### src/rtl/rmii_arb_pkg.sv
// rmii_arb_pkg: shared types and defaults for the RMII TX frame arbiter.
// Holds the arbiter state encoding, default limits and counter width.
package rmii_arb_pkg;

  typedef enum logic [1:0] {
    S_IDLE  = 2'd0,
    S_GRANT = 2'd1,
    S_DRAIN = 2'd2,
    S_GAP   = 2'd3
  } arb_state_t;

  localparam int DEF_MAX_BYTES = 1536;
  localparam int DEF_GAP_CYC   = 2;
  localparam int BYTE_CNT_W    = 11;

endpackage

### src/rtl/rmii_tx_frame_arbiter_rr_pick.sv
// rr_pick: combinational round-robin selector.
// Ports: req (request vector), last (previous winner) -> pick (one-hot), valid.
module rr_pick #(
  parameter int N_SRC = 3,
  parameter int IDX_W = 2
) (
  input  logic [N_SRC-1:0] req,
  input  logic [IDX_W-1:0] last,
  output logic [N_SRC-1:0] pick,
  output logic             valid
);

  // Search last+1, last+2, ... wrapping; first hit wins.
  always_comb begin
    pick  = '0;
    valid = 1'b0;
    for (int k = 1; k <= N_SRC; k++) begin
      for (int i = 0; i < N_SRC; i++) begin
        if (!valid && req[i] &&
            ((int'(last) + k) % N_SRC == i)) begin
          pick[i] = 1'b1;
          valid   = 1'b1;
        end
      end
    end
  end

endmodule

### src/rtl/rmii_tx_frame_arbiter.sv
// rmii_tx_frame_arbiter: frame-granular round-robin share of one RMII_TX.
// Ports: REF_CLK/arst_n; src_* FIFO read sides; tx_fifo_* to RMII_TX; grant, busy, err_overlong.
module rmii_tx_frame_arbiter
  import rmii_arb_pkg::*;
#(
  parameter int N_SRC     = 3,
  parameter int DATA_W    = 8,
  parameter int MAX_BYTES = DEF_MAX_BYTES,
  parameter int GAP_CYC   = DEF_GAP_CYC
) (
  input  logic                    REF_CLK,
  input  logic                    arst_n,
  input  logic [N_SRC*DATA_W-1:0] src_dout,
  input  logic [N_SRC-1:0]        src_empty,
  input  logic [N_SRC-1:0]        src_aempty,
  input  logic [N_SRC-1:0]        src_eod,
  output logic [N_SRC-1:0]        src_rden,
  output logic [DATA_W-1:0]       tx_fifo_dout,
  output logic                    tx_fifo_empty,
  output logic                    tx_fifo_aempty,
  output logic                    tx_fifo_eod,
  input  logic                    tx_fifo_rden,
  output logic [N_SRC-1:0]        grant,
  output logic                    busy,
  output logic                    err_overlong
);

  localparam int IDX_W = (N_SRC > 1) ? $clog2(N_SRC) : 1;
  localparam int CW_MIN = $clog2(MAX_BYTES + 1);
  localparam int CNT_W =
    (CW_MIN > BYTE_CNT_W) ? CW_MIN : BYTE_CNT_W;
  localparam logic [CNT_W-1:0] LIM =
    CNT_W'(MAX_BYTES - 1);
  localparam logic [3:0] GAP_LD = 4'(GAP_CYC);

  arb_state_t         r_state;
  logic [N_SRC-1:0]   r_grant;
  logic [IDX_W-1:0]   r_last;
  logic [CNT_W-1:0]   r_byte_cnt;
  logic [3:0]         r_gap_cnt;
  logic               r_busy;
  logic               r_err;

  logic [N_SRC-1:0]   w_pick;
  logic               w_pick_vld;
  logic [IDX_W-1:0]   w_pick_idx;
  logic [DATA_W-1:0]  w_sel_dout;
  logic               w_sel_empty;
  logic               w_sel_aempty;
  logic               w_sel_eod;
  logic [N_SRC-1:0]   w_rden;
  logic               w_rd;
  logic               w_in_grant;

  rr_pick #(
    .N_SRC (N_SRC),
    .IDX_W (IDX_W)
  ) u_pick (
    .req   (~src_aempty),
    .last  (r_last),
    .pick  (w_pick),
    .valid (w_pick_vld)
  );

  // r_last doubles as the granted index while a frame is open.
  always_comb begin
    w_sel_dout   = '0;
    w_sel_empty  = 1'b1;
    w_sel_aempty = 1'b1;
    w_sel_eod    = 1'b0;
    w_pick_idx   = '0;
    for (int i = 0; i < N_SRC; i++) begin
      if (r_last == IDX_W'(i)) begin
        w_sel_dout   = src_dout[i*DATA_W +: DATA_W];
        w_sel_empty  = src_empty[i];
        w_sel_aempty = src_aempty[i];
        w_sel_eod    = src_eod[i];
      end
      if (w_pick[i]) w_pick_idx = IDX_W'(i);
    end
  end

  // DRAIN pulls bytes on its own so a broken source
  // cannot stall the TX port.
  always_comb begin
    w_rden = '0;
    unique case (r_state)
      S_GRANT: if (tx_fifo_rden && !w_sel_empty) w_rden = r_grant;
      S_DRAIN: if (!w_sel_empty) w_rden = r_grant;
      default: w_rden = '0;
    endcase
  end

  assign w_rd       = |w_rden;
  assign w_in_grant = (r_state == S_GRANT);

  assign src_rden       = w_rden;
  assign tx_fifo_dout   = w_in_grant ? w_sel_dout : '0;
  assign tx_fifo_empty  = w_in_grant ? w_sel_empty : 1'b1;
  assign tx_fifo_aempty = w_in_grant ? w_sel_aempty : 1'b1;
  assign tx_fifo_eod    = w_in_grant ? w_sel_eod : 1'b0;
  assign grant          = r_grant;
  assign busy           = r_busy;
  assign err_overlong   = r_err;

  always_ff @(posedge REF_CLK or negedge arst_n) begin
    if (!arst_n) begin
      r_state    <= S_IDLE;
      r_grant    <= '0;
      r_last     <= IDX_W'(N_SRC - 1);
      r_byte_cnt <= '0;
      r_gap_cnt  <= '0;
      r_busy     <= 1'b0;
      r_err      <= 1'b0;
    end else begin
      r_err <= 1'b0;
      unique case (r_state)
        S_IDLE: begin
          if (w_pick_vld) begin
            r_grant    <= w_pick;
            r_last     <= w_pick_idx;
            r_byte_cnt <= '0;
            r_busy     <= 1'b1;
            r_state    <= S_GRANT;
          end
        end
        S_GRANT: begin
          if (w_rd) begin
            if (r_byte_cnt != {CNT_W{1'b1}})
              r_byte_cnt <= r_byte_cnt + 1'b1;
            // EOD wins over the limit on the same byte.
            if (w_sel_eod) begin
              r_grant   <= '0;
              r_busy    <= 1'b0;
              r_gap_cnt <= GAP_LD;
              r_state   <= S_GAP;
            end else if (r_byte_cnt == LIM) begin
              r_err   <= 1'b1;
              r_state <= S_DRAIN;
            end
          end
        end
        S_DRAIN: begin
          if (w_rd && w_sel_eod) begin
            r_grant   <= '0;
            r_busy    <= 1'b0;
            r_gap_cnt <= GAP_LD;
            r_state   <= S_GAP;
          end
        end
        S_GAP: begin
          r_gap_cnt <= r_gap_cnt - 4'd1;
          if (r_gap_cnt == 4'd1) r_state <= S_IDLE;
        end
        default: r_state <= S_IDLE;
      endcase
    end
  end

endmodule

### config.mk
export PLATFORM = sky130hd
export DESIGN_NAME = rmii_tx_frame_arbiter
export DESIGN_NICKNAME = d
export VERILOG_FILES = /design/src/rtl/rmii_arb_pkg.sv /design/src/rtl/rmii_tx_frame_arbiter_rr_pick.sv /design/src/rtl/rmii_tx_frame_arbiter.sv
export SDC_FILE = /design/constraint.sdc
export NUM_CORES = 1
export LEC_CHECK = 0
export ABC_CLOCK_PERIOD_IN_PS = 4800
export BUFFER_PORTS_ARGS = -buffer_cell sky130_fd_sc_hd__buf_2
export CORE_ASPECT_RATIO = 1.4
export CORE_MARGIN = 5
export CORE_UTILIZATION = 50
export CTS_BUF_LIST = sky130_fd_sc_hd__clkbuf_16
export DETAILED_ROUTE_END_ITERATION = 6
export PLACE_DENSITY = 0.76
export SETUP_SLACK_MARGIN = 0.3
export SKIP_CTS_REPAIR_TIMING = 1
export SYNTH_ARGS = -nofsm -noshare
export SYNTH_HDL_FRONTEND = slang
export SYNTH_SLANG_ARGS = --single-unit
### constraint.sdc
create_clock -name REF_CLK -period 4.8 [get_ports REF_CLK]
set_clock_uncertainty 0.2 [all_clocks]
set_input_delay 0.48 -clock REF_CLK [delete_from_list [all_inputs] [get_ports REF_CLK]]
set_output_delay 0.48 -clock REF_CLK [all_outputs]
set_load 0.005 [all_outputs]
# --- After elaboration in Yosys (flattened, before gate mapping) ---
# Cells that the tools add are included.
totals:
  register_bits: 24
  out_inout_bits: 19
  mem_count: 0
  romBits: 0
  mem_bits_rw: 0
  latch_bits: 0
  inputBits: 36
  word_cells: 146
op_classes:
  mul: 0
  magnitude_cmp: 0
  div: 3
  shifts: 0
  n_reduce_logical: 42
  bitwise: 1
  eq_ne: 21
  add_sub_neg: 5
  muxes: 67
ops:
  columns: ["operator", "count"]
  rows:
  - ["$eq 32x2->1 const B", 3]
  - ["$eq 32x3->1 const B", 3]
  - ["$logic_not 32->1", 3]
  - ["$mod 32x3->32 const B", 3]
  - ["$mux 1", 38]
  - ["$mux 11", 3]
  - ["$mux 8", 4]
  - ["$pmux 11 s2", 1]
  - ["$logic_and 1x1->1", 19]
  - ["$mux 3", 6]
  - ["$mux 2", 7]
  - ["$mux 4", 3]
  - ["$pmux 4 s3", 1]
  - ["$add 11x1->11 const B", 1]
  - ["$eq 11x11->1 const B", 1]
  - ["$ne 11x11->1 const B", 1]
  - ["$reduce_and 5->1", 2]
  - ["$logic_not 1->1", 9]
  - ["$pmux 3 s3", 1]
  - ["$ne 2x2->1 const B", 4]
  - ["$pmux 2 s4", 1]
  - ["$reduce_and 4->1", 2]
  - ["$add 2x2->3 const B", 2]
  - ["$eq 2x2->1 const B", 3]
  - ["14 further kinds", 18]

# --- Depth between registers and ports, before layout ---
# Gate-level depths: netlist (run 1).
depth:
  ltp_word: 39
  ltp_mapped: 9
  depth_no_buf: 7

# --- Hierarchy ---
# A second synthesis (run 1) with hierarchy kept.
hier_totals:
  cells_unflattened: 215
  hier_area_um2: 1784.2
modules_own_cells:
  columns: ["module", "n_inst", "area_per_inst_um2", "cells_each"]
  rows:
  - ["rmii_tx_frame_arbiter", 1, 1661.6, 197]
  - ["rr_pick", 1, 122.6, 18]

# --- Worst setup path before layout (run 1) ---
# Ideal clock, no wire load.
synth_timing:
  path_type: "register -> output"
  startpoint: "register r_last[1]"
  endpoint: "output port tx_fifo_aempty"
  setup_slack_ns: 2.349
  path_stages_with_launch: 8
  t_arrival_ns: 1.771
  path_buffers: 2
  cell_sequence: "dfstp_2 -> inv_1 -> ha_1 -> clkbuf_1 -> nor2b_1 -> clkbuf_1 -> a221oi_1 -> a211o_1"
synth_between:
  elab_chain_cells: 5
synth_lines:
  columns: ["element", "line", "text"]
  rows:
  - ["start: declaration", "rmii_tx_frame_arbiter.sv:38", "logic [IDX_W-1:0] r_last;"]
  - ["start signal: assignment", "rmii_tx_frame_arbiter.sv:110", "r_last <= IDX_W'(N_SRC - 1);"]
  - ["start signal: assignment", "rmii_tx_frame_arbiter.sv:121", "r_last <= w_pick_idx;"]
  - ["$logic_not 2->1", "rmii_tx_frame_arbiter.sv:73", "if (r_last == IDX_W'(i)) begin"]
  - ["$mux 1 (2 in a row)", "rmii_tx_frame_arbiter.sv:73", null]
  - ["$mux 1 (*)", "rmii_tx_frame_arbiter.sv:73", null]
  - ["$mux 1 (*)", "rmii_tx_frame_arbiter.sv:100", "assign tx_fifo_aempty = w_in_grant ? w_sel_aempty : 1'b1;"]
  - ["end: declaration", "rmii_tx_frame_arbiter.sv:20", "output logic tx_fifo_aempty,"]
# Every way passes the cells marked *; elsewhere a longest branch is shown, timed or not.

# --- Worst setup path after layout (run 1) ---
layout_timing:
  startpoint: "register r_last[1]"
  endpoint: "register r_state[1]"
layout_between:
  elab_chain_cells: 39
layout_lines:
  columns: ["element", "line", "text"]
  rows:
  - ["$add 2x1->3", "rmii_tx_frame_arbiter_rr_pick.sv:20", "((int'(last) + k) % N_SRC == i)) begin"]
  - ["$mod 32x3->32", "rmii_tx_frame_arbiter_rr_pick.sv:20", null]
  - ["$logic_not 32->1", "rmii_tx_frame_arbiter_rr_pick.sv:20", null]
  - ["$logic_and 1x1->1", "rmii_tx_frame_arbiter_rr_pick.sv:19", "if (!valid && req[i] &&"]
  - ["$mux 1", "rmii_tx_frame_arbiter_rr_pick.sv:19", null]
  - ["$logic_not 1->1", "rmii_tx_frame_arbiter_rr_pick.sv:19", null]
  - ["$logic_and 1x1->1 (2 in a row)", "rmii_tx_frame_arbiter_rr_pick.sv:19", null]
  - ["$mux 1", "rmii_tx_frame_arbiter_rr_pick.sv:19", null]
  - ["[20 not listed]", null, null]
  - ["$logic_not 1->1", "rmii_tx_frame_arbiter_rr_pick.sv:19", null]
  - ["$logic_and 1x1->1 (2 in a row)", "rmii_tx_frame_arbiter_rr_pick.sv:19", null]
  - ["$mux 1", "rmii_tx_frame_arbiter_rr_pick.sv:19", null]
  - ["$logic_not 1->1", "rmii_tx_frame_arbiter_rr_pick.sv:19", null]
  - ["$logic_and 1x1->1 (2 in a row)", "rmii_tx_frame_arbiter_rr_pick.sv:19", null]
  - ["$mux 1", "rmii_tx_frame_arbiter_rr_pick.sv:19", null]
  - ["$ne 2x1->1 (no source line)", null, null]
  - ["$reduce_and 5->1 (no source line)", null, null]
  - ["end signal: assignment", "rmii_tx_frame_arbiter.sv:108", "r_state <= S_IDLE;"]
  - ["end signal: assignment", "rmii_tx_frame_arbiter.sv:124", "r_state <= S_GRANT;"]
  - ["end signal: assignment", "rmii_tx_frame_arbiter.sv:136", "r_state <= S_GAP;"]
  - ["end: declaration", "rmii_tx_frame_arbiter.sv:36", "arb_state_t r_state;"]
# Parallel ways exist; a longest one is shown, timed or not. The select of a mux whose other input is x is not followed.
# A chain may end at the register's enable or synchronous reset.

==> summary.md, run 1 <==
| Metric | Value |
|---|---|
| Status | completed |
| Sequential share of the synthesized area | 0.288 |
| Routed vias/inst | 5.98 |
| Die ar. | 5590 µm² |
| Core area | 3990 µm² |
| PortBufs | 54 |
| RSZ-0062 raised after global routing | false |
| Final Setup Violations | 0 |
| GRT overflow | 0 |
| Post-layout min period | 3.05 ns |
| Critical path arrival | 2.99 ns |
| CTS Root Buffer Type | clkbuf_16 |
| Post-Synth Adder-Cell Area | 0.0719 |
| Sequential cell area | 602 µm² |
| Logic pwr share | 0.098 |
| Clock power share | 0.425 |
| CP startpoint kind | flip-flop |
| XOR/XNOR Fraction of Synth Area | 0 |
| Max Cap Viol | 0 |
| Largest net degree at the start of global routing | 25 |
| Worst Path Required | 4.74 ns |
| Reg2reg path depth | 7 |
| Crit-path max FO | 11 |
| Clock-pin slew on the worst setup and hold paths | 0.06 ns |
| # DRC | 0 |
| Starting Density | 0.524 |
| Final instance area | 2440 µm² |
| Slew HR | 0.356 |
| Worst setup EP type | flip-flop |
| Final Hold Viols | 0 |
| ANT cells | 0 |
| Layout Nets | 336 |
| Gate Count Post-Synth | 240 |
| Mapped Nets | 288 |
| Die X | 64.6 µm |
| # H-tree levels | 1 |
| DPL Wire Length | 3790 µm |
| Yosys cell types | 56 |
| Fraction of registers with async set/reset | 1.00 |
| Post-Synth Simple-Gate Area | 0.269 |
| VDD IR max | 162 µV |
| Setup slack, reg-to-reg | 1.75 ns |
| Vias in the first global route | 1,914 |
| Fillers | 351 |
| RR Endpoint | r_state[1]$_DFFE_PN0P_ |
| CTS max path bufs | 2 |
| Cell Area, Placed | 2360 µm² |
| Crit Path Class | reg2reg |
| DRT iter0 DRCs | 102 |
| Sw Share | 0.215 |
| Top Ports | 55 |
| Global-route wire length before repair | 8450 µm |
| Final antenna-violating net count | 0 |
| Leakage | 1.22 nW |
| Num CTS Buffers | 3 |
| Multi-input logic area | 1360 µm² |
| P per Cell Area | 174 nW/µm² |
| Share of cells above drive strength 1 | 0.275 |
| Routed WL per cell | 15.1 µm |
| Ys flop type | dfrtp_1 |
| DRT Wirelength | 4990 µm |
| Sequential cell fraction of total power | 0.477 |
| Antenna violations before repair | 0 |
| Mux share of post-synthesis cell area | 0.0772 |
| Synth Area in Compound Gates | 0.235 |
| Ys Warns | 0 |
| Pre-CTS WS | 1.83 ns |
| Setup WS post-layout | 1.75 ns |
| Final total power | 424 µW |
| Int Pwr | 333 µW |
| Fin Setup TNS | 0 ns |
| Hold Slack | 0.00992 ns |
| Post-synth EDFFs | 0 |
| Rows | 27 |
| Hold Path Class | in2async |
| Worst-Skew Late Latency | 0.26 ns |
| Pre-Repair DR Iteration Count | 5 |
| GPL Wtd Cong | 0.799 |
| Mapped Area | 2090 µm² |
| Synth Register Bits | 24 |
| Main combinational cell family by area after synthesis | simple AND/OR/NAND/NOR gates |
| Via count | 1,974 |
| Switching pwr | 91.2 µW |
| Num Clock Sinks | 24 |
| Least-Margin Pin Slew | 0.954 ns |
| Reg-to-Reg Start | r_last[1]$_DFFE_PN1P_ |
| Max-slew violations | 0 |
| Most common cell after layout, fill and taps aside | buf_2 |
| Highest clock rate | 328 MHz |
| Syn-to-layout area delta | 16.6% |
| Commonest cells after routing, fill and taps aside | 54 x buf_2, 34 x nor2_1, 23 x dfrtp_1 |
| Crit share post-route | 0.636 |
| CTS tree | done |
| Die height | 86.5 µm |
| Gr usage total | 0.187 |
| Post-Syn Area per Cell | 8.71 µm² |
## synthesized netlist by cell type (5+ instances only)
library cell | number | area, µm²
nor2_1 | 34 | 128
inv_1 | 18 | 67.6
mux2i_1 | 6 | 60.1
a22oi_1 | 9 | 67.6
nand3_1 | 8 | 40.0
a21oi_1 | 15 | 75.1
clkbuf_1 | 8 | 30.0
and3_1 | 7 | 43.8
nand2_1 | 13 | 48.8
ha_1 | 12 | 150
nand4_1 | 7 | 43.8
dfrtp_1 | 23 | 576
nor2b_1 | 5 | 31.3
## critical path, stage by stage, from the launching register on
cell and delay, ns:
dfstp_2 0.54, inv_1 0.08, ha_1 0.35, nor4bb_1 0.18
a41oi_1 0.73, o311ai_1 0.26, a21oi_1 0.25, mux2_1 0.34
## power groups by stage
stage | clock (mW) | sequential (mW) | combinational, mW
floorplan | 0 | 0.206 | 0.0157
global placement | 0 | 0.206 | 0.0411
detailed placement | 0 | 0.206 | 0.0417
CTS | 0.187 | 0.202 | 0.0419
global route | 0.196 | 0.202 | 0.0467
finish | 0.180 | 0.202 | 0.0415
## final cells by class
class,instances,share of cell area
clock buffer,3,0.0308
clock inverter,1,0.00154
inverter,18,0.0277
multi-input combinational,187,0.560
sequential,24,0.247
tap,43,0.0221
timing repair buffer,54,0.111
## kinds of logic after synthesis
family / Yosys count
DFF: 24
adders and majority gates: 12
and+or+nand+nor: 101
buffers and inverters: 29
AOI/OAI and AO/OA: 60
muxes: 14
## sequential cells by signal, summed over array words and instances (netlist names)
register,flops
r_gap_cnt,4
r_byte_cnt,11
busy,1
err_overlong,1
r_last,2
grant,3
r_state,2
## stage by stage
stage,util,instances
finish,0.611,330
global route,0.611,330
CTS,0.611,330
detailed placement,0.591,326
global placement,0.591,326
floorplan,-,240
## worst max path at each step
| stage | from | end | slack, ns | depth (start not counted) |
|---|---|---|---|---|
| floorplan | r_last[1]$_DFFE_PN1P_ | tx_fifo_aempty | 2.35 | 7 |
| global placement | r_last[1]$_DFFE_PN1P_ | r_state[1]$_DFFE_PN0P_ | 1.92 | 7 |
| detailed placement | r_last[1]$_DFFE_PN1P_ | r_state[1]$_DFFE_PN0P_ | 1.83 | 7 |
| CTS | r_state[1]$_DFFE_PN0P_ | tx_fifo_aempty | 1.77 | 5 |
| global route | r_last[1]$_DFFE_PN1P_ | tx_fifo_dout[0] | 1.58 | 8 |
| finish | r_last[1]$_DFFE_PN1P_ | r_state[1]$_DFFE_PN0P_ | 1.75 | 7 |
## metal layers
metal	track usage	routed length (µm)	vias up
li1	-	-	983
met1	0.213	2110	908
met2	0.349	2420	75
met3	0.0311	370	8
met4	0.0654	95	0
met5	0	0	-
Power figures use the tool's default switching activity.
==> run 2, diff against run 1 <==
--- a/config.mk
+++ b/config.mk
@@ -5,7 +5,7 @@
 export SDC_FILE = /design/constraint.sdc
 export NUM_CORES = 1
 export LEC_CHECK = 0
-export ABC_CLOCK_PERIOD_IN_PS = 4800
+export ABC_CLOCK_PERIOD_IN_PS = 3100
 export BUFFER_PORTS_ARGS = -buffer_cell sky130_fd_sc_hd__buf_2
 export CORE_ASPECT_RATIO = 1.4
 export CORE_MARGIN = 5
==> constraint.sdc (replaced) <==
create_clock -name REF_CLK -period 3.1 [get_ports REF_CLK]
set_clock_uncertainty 0.2 [all_clocks]
set_input_delay 0.31 -clock REF_CLK [delete_from_list [all_inputs] [get_ports REF_CLK]]
set_output_delay 0.31 -clock REF_CLK [all_outputs]
set_load 0.005 [all_outputs]
==> run 2 against run 1 <==
Sequential power is 55% higher. Clock power grew 56%. Utilization up 2.0 points. Combinational power grew 59%. Register-to-register slack worse by 1.3 ns. Routed wire length rose by 6.6%. Global-route usage rose by 0.96 points. Fmax increased by 16%. Critical path depth unchanged. Sequential cell count unchanged. First-iteration DRC count fell by 14%. Cell area up 3.3%.
==> summary.md, run 2 (same netlist as run 1, synthesis figures left out) <==
| Metric | Value |
|---|---|
| Max FFs per register | 11 (unchanged) |
| Num CTS Buffers | 3 (unchanged) |
| Max-slew violations | 0 (unchanged) |
| Final Setup Violations | 0 (unchanged) |
| PortBufs | 54 (unchanged) |
| Die X | 64.6 µm (unchanged) |
| CP startpoint kind | flip-flop (unchanged) |
| Post-layout min period | 2.62 ns (was 3.05 ns) |
| Num Clock Sinks | 24 (unchanged) |
| Antenna violations before repair | 0 (unchanged) |
| Highest clock rate | 381 MHz (was 328 MHz) |
| Slowest CP cell | dfstp_2 (was a41oi_1) |
| Max Cap Viol | 0 (unchanged) |
| Fillers | 335 (was 351) |
| Clock-pin slew on the worst setup and hold paths | 0.06 ns (about the same) |
| Least-Margin Pin Slew | 0.696 ns (was 0.954 ns) |
| Commonest cells after routing, fill and taps aside | 54 x buf_2, 34 x nor2_1, 23 x dfrtp_1 (unchanged) |
| Die ar. | 5590 µm² (unchanged) |
| Slew HR | 0.530 (was 0.356) |
| Largest Register | r_byte_cnt (unchanged) |
| Final antenna-violating net count | 0 (unchanged) |
| Reg-to-Reg Start | r_last[1]$_DFFE_PN1P_ (unchanged) |
| GPL Wtd Cong | 0.915 (was 0.799) |
| Crit-path max FO | 14 (was 11) |
| Crit share post-route | 0.846 (was 0.636) |
| Final Hold Viols | 0 (unchanged) |
| Pre-Repair DR Iteration Count | 5 (unchanged) |
| DRT Wirelength | 5320 µm (was 4990 µm) |
| Rows | 27 (unchanged) |
| RSZ-0062 raised after global routing | false (unchanged) |
| DRT iter0 DRCs | 88 (was 102) |
| Syn-to-layout area delta | 20.5% (was 16.6%) |
| Routed WL per cell | 15.7 µm (was 15.1 µm) |
| Share of cells above drive strength 1 | 0.297 (was 0.275) |
| DPL Wire Length | 4010 µm (was 3790 µm) |
| Layout Nets | 345 (was 336) |
| Status | completed (unchanged) |
| Core area | 3990 µm² (unchanged) |
| Max incr delay on CP | 0.54 ns (was 0.73 ns) |
| Vias in the first global route | 2,069 (was 1,914) |
| Largest net degree at the start of global routing | 25 (unchanged) |
| Via count | 2,046 (was 1,974) |
| Leakage | 1.25 nW (was 1.22 nW) |
| CTS tree | done (unchanged) |
| Hold path start | src_aempty[2] |
| CTS Root Buffer Type | clkbuf_16 (unchanged) |
| ANT cells | 0 (unchanged) |
| Worst-Skew Late Latency | 0.26 ns (about the same) |
| Final total power | 660 µW (was 424 µW) |
| Sequential cell area | 602 µm² (unchanged) |
| # DRC | 0 (unchanged) |
| Die height | 86.5 µm (unchanged) |
| Starting Density | 0.524 (unchanged) |
| Global-route wire length before repair | 9090 µm (was 8450 µm) |
| Top Ports | 55 (unchanged) |
| Routed vias/inst | 6.04 (was 5.98) |
| Crit Path Class | reg2reg (unchanged) |
| Fin Setup TNS | 0 ns (unchanged) |
| Multi-input logic area | 1380 µm² (was 1360 µm²) |
| Crit path launch | r_last[1]$_DFFE_PN1P_ (unchanged) |
| Kind of cell adding the most delay to the critical path | simple AND/OR/NAND/NOR gates (was compound AO/OA/AOI/OAI gates) |
| Most common cell after layout, fill and taps aside | buf_2 (unchanged) |
| Gr usage total | 0.197 (was 0.187) |
| Worst setup EP type | flip-flop (unchanged) |
| CP Cell Sequence | inv_1, ha_2, nor3b_2, o31a_4, a41oi_4, or3_1, mux2_4 (was inv_1, ha_1, nor4bb_1, a41oi_1, o311ai_1, a21oi_1, mux2_1) |
| Hold Path Class | in2reg (was in2async) |
| P per Cell Area | 262 nW/µm² (was 174 nW/µm²) |
| Critical path arrival | 2.57 ns (was 2.99 ns) |
| VDD IR max | 260 µV (was 162 µV) |
| Worst Path Required | 3.05 ns (was 4.74 ns) |
| CTS max path bufs | 2 (unchanged) |
| Buf/Inv on CP | 1 (unchanged) |
| GRT overflow | 0 (unchanged) |
| # H-tree levels | 1 (unchanged) |
[run 2: changes by cell type in the layout (fill, tap and decap cells not counted)]
cell	before	now
dlygate4sd3_1	0	1
ha_1	12	11
inv_1	19	18
nor4_4	2	3
nor4_2	1	0
clkinv_1	0	1
buf_4	0	8
ha_2	0	1
[run 2: per-layer routing]
metal,track usage,up-vias,part of all wire
li1,-,999,-
met1,0.227,951,0.42
met2,0.366,90,0.49
met3,0.0350,6,0.077
met4,0.0596,0,0.014
met5,0,-,0
[run 2: tightest hold or removal path, cell delays in order]
cell and delay (ns):
buf_2 0.15, or4_1 0.16, mux2i_1 0.07
[run 2: stage by stage]
stage	utilization	hold slack (ns)	cell area, µm²	std cells	worst slack (ns)
floorplan	-	-0.186	2090	240	0.662
global placement	0.605	0.127	2410	333	0.361
detailed placement	0.605	0.125	2410	333	0.289
CTS	0.624	-0.150	2490	337	0.277
global route	0.632	0.257	2520	339	0.391
finish	0.632	0.226	2520	339	0.477
[run 2: cell type report]
type | count | share of cell area
flip-flops and latches | 24 | 0.239
well taps | 43 | 0.0214
repair buffers | 63 | 0.135
clock buffers | 3 | 0.0298
inverters | 18 | 0.0268
multi-input cells | 187 | 0.546
clock inverters | 1 | 0.00149
[run 2: where the power goes]
part | internal [mW] | switching, mW | total (mW)
clock network | 0.172 | 0.108 | 0.281
registers | 0.313 | 0 | 0.313
logic | 0.0311 | 0.0348 | 0.0658
total | 0.517 | 0.143 | 0.660
[run 2: path summary, 6_finish.rpt]
| kind | endpoint | slack, ns | depth (start not counted) |
|---|---|---|---|
| hold reg to reg | busy$_DFFE_PN0P_ | 0.32 | 2 |
| min in group asynchronous | err_overlong$_DFF_PN0_ | 0.37 | 2 |
| setup / recovery | grant[2]$_DFFE_PN0P_ | 0.48 | 7 |
| hold / removal | r_last[1]$_DFFE_PN1P_ | 0.23 | 3 |
| max in group asynchronous | r_byte_cnt[6]$_DFFE_PN0P_ | 1.96 | 2 |
| setup reg to reg | grant[2]$_DFFE_PN0P_ | 0.48 | 7 |
==> run 3, diff against run 2 <==
--- a/config.mk
+++ b/config.mk
@@ -5,7 +5,7 @@
 export SDC_FILE = /design/constraint.sdc
 export NUM_CORES = 1
 export LEC_CHECK = 0
-export ABC_CLOCK_PERIOD_IN_PS = 3100
+export ABC_CLOCK_PERIOD_IN_PS = 2640
 export BUFFER_PORTS_ARGS = -buffer_cell sky130_fd_sc_hd__buf_2
 export CORE_ASPECT_RATIO = 1.4
 export CORE_MARGIN = 5
==> constraint.sdc (replaced) <==
create_clock -name REF_CLK -period 2.64 [get_ports REF_CLK]
set_clock_uncertainty 0.2 [all_clocks]
set_input_delay 0.264 -clock REF_CLK [delete_from_list [all_inputs] [get_ports REF_CLK]]
set_output_delay 0.264 -clock REF_CLK [all_outputs]
set_load 0.005 [all_outputs]
==> run 3 against run 2 <==
Cell area up 8.8%. Critical path depth is the same. Via count up 1.8%. Routed wire length up 6.0%. Final cell count increased by 3.5%. Non-clock buffer count increased by 12. Combinational power grew 25%. Setup slack got worse by 0.30 ns. Power up 20%. Critical endpoint is now r_byte_cnt[7]$_DFFE_PN0P_. Largest power group unchanged. Clock power grew 21%. Critical path type unchanged. Die area unchanged. Register-to-register slack got worse by 0.30 ns.
==> summary.md, run 3 (same netlist as run 1, synthesis figures left out) <==
| Metric | Value |
|---|---|
| GPL Wtd Cong | 0.917 (was 0.915) |
| Via count | 2,082 (was 2,046) |
| Share of cells above drive strength 1 | 0.383 (was 0.297) |
| ANT cells | 0 (unchanged) |
| Final instance area | 2740 µm² (was 2520 µm²) |
| Largest net degree at the start of global routing | 25 (unchanged) |
| VDD IR max | 505 µV (was 260 µV) |
| Syn-to-layout area delta | 31.1% (was 20.5%) |
| Num Clock Sinks | 24 (unchanged) |
| Max FFs per register | 11 (unchanged) |
| Leakage | 1.33 nW (was 1.25 nW) |
| # DRC | 0 (unchanged) |
| Antenna violations before repair | 0 (unchanged) |
| DRT iter0 DRCs | 97 (was 88) |
| Routed vias/inst | 5.93 (was 6.04) |
| Pre-Repair DR Iteration Count | 4 (was 5) |
| Worst setup EP type | flip-flop (unchanged) |
| Worst-Skew Late Latency | 0.26 ns (about the same) |
| DRT Wirelength | 5640 µm (was 5320 µm) |
| Final antenna-violating net count | 0 (unchanged) |
| Clock-pin slew on the worst setup and hold paths | 0.06 ns (about the same) |
| Hold Path Class | in2reg (unchanged) |
| Fin Setup TNS | 0 ns (unchanged) |
| Die ar. | 5590 µm² (unchanged) |
| Slew HR | 0.616 (was 0.530) |
| Crit-path max FO | 7 (was 14) |
| Global-route wire length before repair | 8960 µm (was 9090 µm) |
| Gr usage total | 0.199 (was 0.197) |
| Top Ports | 55 (unchanged) |
| Layout Nets | 357 (was 345) |
| Final total power | 790 µW (was 660 µW) |
| Max Cap Viol | 0 (unchanged) |
| Final Setup Violations | 0 (unchanged) |
| Max-slew violations | 0 (unchanged) |
| Rows | 27 (unchanged) |
| Final Hold Viols | 0 (unchanged) |
| Die X | 64.6 µm (unchanged) |
| Die height | 86.5 µm (unchanged) |
| # H-tree levels | 1 (unchanged) |
| Worst Path Required | 2.62 ns (was 3.05 ns) |
| CTS Root Buffer Type | clkbuf_16 (unchanged) |
| CTS tree | done (unchanged) |
| Status | completed (unchanged) |
| DPL Wire Length | 4160 µm (was 4010 µm) |
| Hold Slack | 0.255 ns (was 0.226 ns) |
| Core area | 3990 µm² (unchanged) |
| Critical path arrival | 2.45 ns (was 2.57 ns) |
| Least-Margin Pin Slew | 0.576 ns (was 0.696 ns) |
| Commonest cells after routing, fill and taps aside | 52 x buf_2, 33 x nor2_1, 23 x dfrtp_1 (was 54 x buf_2, 34 x nor2_1, 23 x dfrtp_1) |
| Largest Register | r_byte_cnt (unchanged) |
| RSZ-0062 raised after global routing | true (was false) |
| Most common cell after layout, fill and taps aside | buf_2 (unchanged) |
| Highest clock rate | 405 MHz (was 381 MHz) |
| Vias in the first global route | 1,994 (was 2,069) |
| Post-layout min period | 2.47 ns (was 2.62 ns) |
| Crit share post-route | 0.934 (was 0.846) |
| GRT overflow | 0 (unchanged) |
| PortBufs | 54 (unchanged) |
| Routed WL per cell | 16.1 µm (was 15.7 µm) |
| Num CTS Buffers | 3 (unchanged) |
| Starting Density | 0.524 (unchanged) |
| Crit Path Class | reg2reg (unchanged) |
| Cell Area, Placed | 2470 µm² (was 2410 µm²) |
| CTS max path bufs | 2 (unchanged) |
| P per Cell Area | 288 nW/µm² (was 262 nW/µm²) |
| CP startpoint kind | flip-flop (unchanged) |
## run 3: metal layers
| metal | part of all wire | vias up | global-route usage | wire [µm] |
|---|---|---|---|---|
| met2 | 0.48 | 87 | 0.352 | 2720 |
| li1 | - | 1027 | - | - |
| met1 | 0.43 | 958 | 0.236 | 2430 |
| met5 | 0 | - | 0 | 0 |
| met3 | 0.063 | 10 | 0.0363 | 354 |
| met4 | 0.024 | 0 | 0.0788 | 136 |
## run 3: where the power goes
group          total (mW)  internal, mW  switching [mW]
Combinational      0.0823        0.0378          0.0445
Clock               0.340         0.203           0.137
Sequential          0.368         0.368               0
Total               0.790         0.608           0.182
## run 3: cell type report
type / count / area [µm²]
Clock buffer: 3 / 75.1
Multi-Input combinational cell: 187 / 1480
Fill cell: 305 / 1250
Timing Repair Buffer: 75 / 452
Inverter: 18 / 70.1
Tap cell: 43 / 53.8
Sequential cell: 24 / 602
Clock inverter: 1 / 3.75
## run 3: final timing paths
kind | startpoint | end | slack (ns) | depth (start not counted)
max | r_last[1]$_DFFE_PN1P_ | r_byte_cnt[7]$_DFFE_PN0P_ | 0.17 | 7
min | src_eod[2] | err_overlong$_DFF_PN0_ | 0.26 | 4
max reg2reg | r_last[1]$_DFFE_PN1P_ | r_byte_cnt[7]$_DFFE_PN0P_ | 0.17 | 7
min reg2reg | busy$_DFFE_PN0P_ | busy$_DFFE_PN0P_ | 0.33 | 2
max in group asynchronous | arst_n | r_last[1]$_DFFE_PN1P_ | 1.53 | 2
min in group asynchronous | arst_n | busy$_DFFE_PN0P_ | 0.33 | 2
## run 3: critical path, cell delays in order (launching register included)
cell and delay [ns]:
dfstp_2 0.57, inv_4 0.06, ha_4 0.18, nor3b_4 0.27, o31ai_4 0.13, o41ai_4 0.48
nor3b_2 0.28, mux2i_1 0.21
## run 3: per-stage QoR
step,setup WS (ns),std cells,util
2_1_floorplan,0.240,240,-
3_3_place_gp,0.140,339,0.621
3_5_place_dp,0.0875,339,0.621
4_1_cts,0.00817,343,0.640
5_1_grt,0.103,351,0.687
6_report,0.174,351,0.687
